--- config.mk ---
export PLATFORM = sky130hd
export DESIGN_NAME = cpc_rom_loader
export DESIGN_NICKNAME = d
export VERILOG_FILES = /design/src/rtl/cpc_rom_loader.sv
export SDC_FILE = /design/constraint.sdc
export NUM_CORES = 1
export LEC_CHECK = 0
export CORE_ASPECT_RATIO = 0.7
export CORE_MARGIN = 4
export CORE_UTILIZATION = 40
export CTS_BUF_LIST = sky130_fd_sc_hd__clkbuf_16
export DETAILED_ROUTE_END_ITERATION = 10
export GPL_TIMING_DRIVEN = 0
export PLACE_DENSITY = 0.56
export SYNTH_ARGS = -nofsm -noshare
export SYNTH_HDL_FRONTEND = slang
export SYNTH_SLANG_ARGS = --single-unit
--- constraint.sdc ---
create_clock -name clk_sys -period 4.3 [get_ports clk_sys]
set_clock_uncertainty 0.15 [all_clocks]
set_input_delay 0.645 -clock clk_sys [delete_from_list [all_inputs] [get_ports clk_sys]]
set_output_delay 0.645 -clock clk_sys [all_outputs]
set_load 0.01 [all_outputs]
--- src/rtl/cpc_rom_loader.sv ---
// cpc_rom_loader
//   Boot-ROM loader. Takes the OSD download byte stream and writes it into
//   SDRAM ROM pages through a runtime-programmable slot map
//   (SLOTS 16 KB slots per bank, BANKS model banks).
//   A small byte FIFO decouples the download rate from SDRAM acceptance.
//
// Optional feature macro: CPC_ROM_LOADER_CSUM_EN
//   When defined, adds a per-entry 16-bit additive checksum of the bytes
//   acknowledged by SDRAM, which can be read back through csum_sel/csum.
//
// Ports:
//   clk_sys, reset         system clock, synchronous active-high reset
//   dl_active/index/wr/addr/data   OSD download stream
//   map_we/slot/page       slot map write port
//   mem_req/addr/bank/din  SDRAM write request, mem_ack accepts it
//   busy                   loader active or FIFO holds data
//   done                   one-cycle pulse when a download has drained
//   overflow               sticky: byte lost to a full FIFO
//   dropped                saturating count of out-of-range bytes
//   slot_loaded            per-entry sticky "written at least once"
//   csum_sel, csum         (optional) checksum read port, 1-cycle latency
module cpc_rom_loader #(
  parameter int SLOTS      = 8,
  parameter int BANKS      = 2,
  parameter int FIFO_DEPTH = 4,
  parameter int ROM_INDEX  = 0
) (
  input  logic                             clk_sys,
  input  logic                             reset,
  input  logic                             dl_active,
  input  logic [7:0]                       dl_index,
  input  logic                             dl_wr,
  input  logic [24:0]                      dl_addr,
  input  logic [7:0]                       dl_data,
  input  logic                             map_we,
  input  logic [$clog2(SLOTS*BANKS)-1:0]   map_slot,
  input  logic [8:0]                       map_page,
  output logic                             mem_req,
  output logic [22:0]                      mem_addr,
  output logic [1:0]                       mem_bank,
  output logic [7:0]                       mem_din,
  input  logic                             mem_ack,
  output logic                             busy,
  output logic                             done,
  output logic                             overflow,
  output logic [15:0]                      dropped,
`ifdef CPC_ROM_LOADER_CSUM_EN
  input  logic [$clog2(SLOTS*BANKS)-1:0]   csum_sel,
  output logic [15:0]                      csum,
`endif
  output logic [SLOTS*BANKS-1:0]           slot_loaded
);

  localparam int ENTRIES = SLOTS * BANKS;
  localparam int EW      = $clog2(ENTRIES);
  localparam int SW      = $clog2(SLOTS);
  localparam int PW      = $clog2(FIFO_DEPTH);

  localparam logic [10:0] ENTRIES_S = 11'(ENTRIES);
  localparam logic [PW:0] FIFO_FULL = (PW+1)'(FIFO_DEPTH);

  localparam logic [1:0] S_IDLE  = 2'd0;
  localparam logic [1:0] S_LOAD  = 2'd1;
  localparam logic [1:0] S_DRAIN = 2'd2;
  localparam logic [1:0] S_DONE  = 2'd3;

  typedef struct packed {
    logic [1:0]    bank;
    logic [EW-1:0] entry;
    logic [22:0]   addr;
    logic [7:0]    data;
  } fifo_entry_t;

  // Power-on page for a map entry; the pattern repeats in every bank.
  function automatic logic [8:0] default_page(input int unsigned idx);
    int unsigned k;
    k = idx % SLOTS;
    case (k)
      0:       return 9'h000;
      1:       return 9'h100;
      2:       return 9'h107;
      3:       return 9'h1FF;
      default: return 9'(32'h100 + k - 32'd3);
    endcase
  endfunction

  logic [1:0]    state;
  logic          act_q;
  logic [8:0]    map_tbl [ENTRIES];

  fifo_entry_t   fifo_mem [FIFO_DEPTH];
  logic [PW-1:0] wr_ptr, rd_ptr;
  logic [PW:0]   count;
  logic [EW-1:0] req_entry;

  logic          act, rise, start, running;
  logic          push_en, in_range, push, pop, ovf_ev, drop_ev;
  logic          empty, full;
  logic [10:0]   s;
  fifo_entry_t   entry_in;

  assign act      = dl_active && (dl_index == 8'(ROM_INDEX));
  assign rise     = act && !act_q;
  assign start    = (state == S_IDLE) && rise;
  assign running  = (state == S_LOAD) || (state == S_DRAIN);
  assign empty    = (count == '0);
  assign full     = (count == FIFO_FULL);

  assign s        = dl_addr[24:14];
  assign in_range = (s < ENTRIES_S);

  assign push_en  = act && (running || start);
  assign push     = push_en && dl_wr && in_range && !full;
  assign ovf_ev   = push_en && dl_wr && in_range && full;
  assign drop_ev  = push_en && dl_wr && !in_range;
  // A new request is only issued once the previous one has been dropped,
  // which gives the 2-cycle minimum spacing after an ack.
  assign pop      = running && !mem_req && !empty;

  // Address translation happens here, at FIFO entry, so later map writes
  // never affect bytes already queued.
  always_comb begin
    entry_in       = '0;
    entry_in.bank  = 2'(s >> SW);
    entry_in.entry = s[EW-1:0];
    entry_in.addr  = {map_tbl[s[EW-1:0]], dl_addr[13:0]};
    entry_in.data  = dl_data;
  end

  assign busy = (state != S_IDLE) || !empty;
  assign done = (state == S_DONE);

  // FIFO storage carries no reset; validity is tracked by count.
  always_ff @(posedge clk_sys) begin
    if (push) fifo_mem[wr_ptr] <= entry_in;
  end

`ifdef CPC_ROM_LOADER_CSUM_EN
  logic [15:0] sums [ENTRIES];

  always_ff @(posedge clk_sys) begin
    if (reset) begin
      for (int unsigned i = 0; i < ENTRIES; i++) sums[EW'(i)] <= '0;
      csum <= '0;
    end else begin
      if (start) begin
        for (int unsigned i = 0; i < ENTRIES; i++) sums[EW'(i)] <= '0;
      end else if (mem_req && mem_ack) begin
        sums[req_entry] <= sums[req_entry] + {8'h00, mem_din};
      end
      csum <= sums[csum_sel];
    end
  end
`endif

  always_ff @(posedge clk_sys) begin
    if (reset) begin
      state       <= S_IDLE;
      act_q       <= 1'b0;
      wr_ptr      <= '0;
      rd_ptr      <= '0;
      count       <= '0;
      mem_req     <= 1'b0;
      mem_addr    <= '0;
      mem_bank    <= '0;
      mem_din     <= '0;
      req_entry   <= '0;
      overflow    <= 1'b0;
      dropped     <= '0;
      slot_loaded <= '0;
      for (int unsigned i = 0; i < ENTRIES; i++) map_tbl[EW'(i)] <= default_page(i);
    end else begin
      act_q <= act;

      if (map_we && (32'(map_slot) < ENTRIES)) map_tbl[map_slot] <= map_page;

      // FIFO pointers and occupancy
      if (push) wr_ptr <= wr_ptr + 1'b1;
      if (pop)  rd_ptr <= rd_ptr + 1'b1;
      case ({push, pop})
        2'b10:   count <= count + 1'b1;
        2'b01:   count <= count - 1'b1;
        default: ;
      endcase

      // Request register and handshake; an ack without a request is ignored.
      if (pop) begin
        mem_req   <= 1'b1;
        mem_addr  <= fifo_mem[rd_ptr].addr;
        mem_bank  <= fifo_mem[rd_ptr].bank;
        mem_din   <= fifo_mem[rd_ptr].data;
        req_entry <= fifo_mem[rd_ptr].entry;
      end else if (mem_req && mem_ack) begin
        mem_req <= 1'b0;
      end

      // Status: the start-of-download clear still counts same-cycle events.
      if (start) begin
        slot_loaded <= '0;
        overflow    <= ovf_ev;
        dropped     <= drop_ev ? 16'd1 : 16'd0;
      end else begin
        if (mem_req && mem_ack) slot_loaded[req_entry] <= 1'b1;
        if (ovf_ev) overflow <= 1'b1;
        if (drop_ev && (dropped != 16'hFFFF)) dropped <= dropped + 16'd1;
      end

      case (state)
        S_IDLE:  if (rise) state <= S_LOAD;
        S_LOAD:  if (!act) state <= S_DRAIN;
        S_DRAIN: begin
          if (act)                   state <= S_LOAD;
          else if (empty && !mem_req) state <= S_DONE;
        end
        default: state <= S_IDLE;
      endcase
    end
  end

endmodule

======== Yosys cells after proc, flatten, opt, wreduce, memory -nomap -nowiden ========
Memories as Yosys holds them, arrays and structs flattened. A register that Yosys moved wholly into a read port is not among the register bits.
Index checks and enable logic that the tools add are counted.
operators by class
  add/subtract/negate cells ............... 5
  $lt $le $gt $ge ......................... 3
  equal/unequal tests ..................... 10
  mux-type cells .......................... 33
  bitwise gates (word level) .............. 1
  reductions and logical operators ........ 34
operators by type and width
  cell                                                                    count
  9-bit 2-to-1 mux                                                        9
  16-bit 2-to-1 mux                                                       2
  16-bit by 1-bit adder with 16-bit output (second input constant)        1
  16-bit inequality test (second input constant)                          1
  16-bit bitwise OR                                                       1
  1-bit logical AND                                                       15
  1-bit 2-to-1 mux                                                        14
  11-bit by 5-bit < comparator with 1-bit output (second input constant)  1
  2-bit nonzero test                                                      5
  9-bit OR reduction                                                      1
  8-bit zero test                                                         1
  2-bit 2-to-1 mux                                                        4
  2-bit == test (second input constant)                                   3
  2-bit one-hot mux with 3 select lines                                   1
  3-bit one-hot mux with 2 select lines                                   1
  1-bit zero test                                                         5
  4-bit by 5-bit < comparator with 1-bit output (second input constant)   1
  2-bit by 1-bit adder with 2-bit output (second input constant)          2
  1-bit demux with 4-bit select                                           1
  2-bit by 1-bit == test with 1-bit output (second input constant)        2
  4-bit by 1-bit >= comparator with 1-bit output (second input constant)  1
  4-bit 2-to-1 mux                                                        1
  2-bit inequality test (second input constant)                           2
  3-bit by 1-bit adder with 3-bit output (second input constant)          1
  8 further kinds                                                         10
word-level totals
  bits in registers ....................... 44
  bits in writable memories ............... 292
  input bits .............................. 60
  output and inout bits ................... 69
  word-level logic and storage cells ...... 97
  memories ................................ 2
memory list
  name      depth  width  read ports  clocked after Yosys merged registers in  wr ports  line  text
  fifo_mem  4      37     1           1                                        1         91    fifo_entry_t fifo_mem [FIFO_DEPTH];
  map_tbl   16     9      1           0                                        16        89    logic [8:0] map_tbl [ENTRIES];

======== Depth between registers and ports, before layout ========
  word-level depth ........................ 11
  mapped depth ............................ 12

======== Worst setup path after synthesis ========
No wires, ideal clock.
  kind .................................... input-to-reg
  start ................................... input port dl_addr[21]
  end ..................................... memory fifo_mem[0][0] (netlist bit), enable pin
  library setup time ...................... 0.397 ns
  data arrival time ....................... 2.869 ns
  slack ................................... 0.885 ns
  stages on the path ...................... 4
  path through ............................ or4_1 -> a2111o_1 -> nor3b_2 -> and2_1
on the way
  cells in the longest elaborated chain, start to end .. 5
ends and longest elaborated chain
  item                                            line  text
  start, declared                                 33    input logic [24:0] dl_addr,
  11-bit by 5-bit < comparator with 1-bit output  110   assign in_range = (s < ENTRIES_S);
  1-bit logical AND (2 in series)                 113   assign push = push_en && dl_wr && in_range && !full;
  1-bit 2-to-1 mux                                135   if (push) fifo_mem[wr_ptr] <= entry_in;
  1-bit 2-to-1 mux (implied by the code)          135
  end, declared                                   91
No other way between the ends.

==> flow_summary.ini <==
[run_status]
status = complete, no violations

[clocking]
clk_latency_ns = 0.53
cts_tree = done
cts_resized = 0
clockBufferDepth = 3
clk_root_buffer_cell = clkbuf_16
cts_setup_buffers = 0
htreeDepth = 2
postCtsHoldBufs = 0
cts_made_buffers = 38
clock_sinks = 368
clkTransAtPathRegs_ns = 0.06

[power]
power.switching_mw = 1.64
clkPwrFrac = 0.418
ir_drop_v = 0.000304
power.density_nw_per_um2 = 412
seq_power_share = 0.522
power.internal_mw = 5.93
finalPower_mw = 7.57
p_leak_nw = 5.89
switching_share = 0.216
pwr-share-comb = 0.059

[timing]
timing.fmax_mhz = 286
period_needed_ns = 3.50
relSlewSlack = 0.0866
worstMarginPinSlew_ns = 1.36
setup_viol = 0
hold_slack_ns = 0.304
fin_setup_tns_ns = 0
period_share = 0.814
rsz0062_at_grt = false
setup_slack_ns = 0.800
final_max_slew_viol_count = 0
finalHoldViolations = 0

[worst_setup_path]
worstSetupStartpointType = input pin
worstSetupEndpointType = flop
reg2reg_slack_ns = 0.81
arrival_ns = 3.58
worstPathRequired_ns = 4.38
critical_path.max_fanout = 10
critical_path_class = in -> reg

[place]
io_buffers = 128
place_congestion = 0.830
dpl.hpwl_mm = 26.1
place_inst = 1624
dp_slack_ns = 0.194

[grt]
grt_antenna_before_repair = 2
grt_overflow = 0
grt_max_degree = 32
grt_pass1_wl_mm = 56.6
grt_pass1_vias = 9082
grt_use_total = 0.183

[cells_and_area]
fin_cells = 1693
layout_common_cells = 288 x edfxtp_1, 128 x clkdlybuf4s50_1, 98 x and2_1, 91 x nand2_1, 81 x mux4_2
multiInputGateArea_sq_um = 4640
fill_cells = 3163
post_route_cells_drive_above_1_share = 0.144
final_common_cell = edfxtp_1
nNetsFinal = 1248
regArea_sq_um = 10200
n_antenna_cell = 0
syn_to_final_growth_pct = 20.9

[floorplan]
ios = 129
die_y_microns = 171
die_x_microns = 241
coreArea_sq_um = 37300
dieArea_sq_um = 41200
initial_utilization = 0.407
rows = 59

[detailed_routing]
drt_iter0_drc = 749
drc = 0
routed_wl_mm = 37.8
viasPerCell = 5.30
drtAntennaViolNets = 0
dr.pass1.iters = 5
post_drt_wl_per_cell_microns = 22.3
via_count = 8970

[flow_run]
maxCapViolations = 0

[synthesis]
synth_top_cell_area_share = 0.570
synth_edf_count = 288
syn_avg_cell_area_sq_um = 15.1
async_reset_ff_frac = 0
synth_cells = 1004
synth_flop_cell = edfxtp_1
synth_nets = 1076
netlist_area_sq_um = 15200
synth_cell_types = 55
yosysSeqAreaShare = 0.675
synth_seq_cells = 368
synth.area.top_cells = edfxtp_1 57%, mux4_2 12%, dfxtp_1 11%
yosysWarnings = 0
synth_top_cell_by_area = edfxtp_1

[worst_hold_path]
hold_path.class = reg -> reg
==> critical path: stages <==
cell,delay [ns]
clkdlybuf4s50_1,0.65
clkbuf_1,0.59
buf_2,0.50
mux4_2,0.63
mux4_2,0.56
==> path summary, 6_finish.rpt <==
check / startpoint / end / cells after the start
max: dl_addr[14] / fifo_mem[3][23] / 5
min: mem_din[5] / mem_din[5] / 2
max reg2reg: state[0] / count[2] / 12
min reg2reg: mem_din[5] / mem_din[5] / 2
==> cells in the mapped netlist, drive strengths merged, types with 2 or more instances <==
cell and number:
buf 15, a21oi 65, o311ai 2, nor3 10, a31oi 6, edfxtp 288
mux4 81, o211ai 4, and2 102, nand3 7, xor2 3, nor2 47
nor2b 3, ha 11, mux2i 2, nand2 91, nor3b 2, dfxtp 80
and4 2, or2 15, o21ai 5, inv 15, nand2b 10, o31ai 6
or4b 2, and3 4, clkbuf 43, or4 9, o21bai 2, xnor2 2
or3 50, nand4 4, nor4 2
==> cell type report <==
type                    count  share of cell area
flip-flops and latches    368               0.559
multi-input cells         563               0.253
repair buffers            132              0.0746
clock buffers              39              0.0532
well taps                 488              0.0333
plain buffers              58              0.0130
clock inverters            30              0.0112
inverters                  15             0.00307
==> per-stage QoR <==
step,utilization,area [sq um]
floorplan,-,15200
finish,0.492,18300
global placement,0.458,17100
detailed placement,0.460,17200
CTS,0.492,18300
global route,0.492,18300
==> layer usage <==
layer  vias up  track usage  routed length (microns)
li1       4154            -                        -
met1      4470        0.276                    17700
met2       290        0.271                    16500
met3        56       0.0443                     2740
met4         0       0.0426                      813
met5         -            0                        0
==> sequential cells by signal, indices dropped and copies added, names as in the netlist, 3 cells and up <==
| signal | cells |
|---|---|
| mem_din | 8 |
| dropped | 16 |
| count | 3 |
| slot_loaded | 16 |
| req_entry | 3 |
| map_tbl | 144 |
| mem_addr | 23 |
| fifo_mem | 144 |
==> power by group through the flow <==
stage | logic (mW) | registers (mW) | clock network, mW
3_3_place_gp | 0.443 | 4.03 | 0
4_1_cts | 0.451 | 3.95 | 3.24
5_1_grt | 0.484 | 3.96 | 3.38
2_1_floorplan | 0.237 | 4.02 | 0
6_report | 0.450 | 3.95 | 3.16
3_5_place_dp | 0.449 | 4.03 | 0
==> cells by family (layout without fill, tap and decap cells) <==
group / Yosys count / after routing / share of synthesized area
AO/OA/AOI/OAI: 101 / 101 / 0.0407
XOR/XNOR: 5 / 5 / 0.00289
adder cells (fa/ha/maj): 12 / 12 / 0.0104
buffers and inverters: 73 / 274 / 0.0195
flip-flops: 368 / 368 / 0.675
multiplexers: 83 / 83 / 0.121
AND/OR/NAND/NOR: 362 / 362 / 0.130
Power figures use the tool's default switching activity.
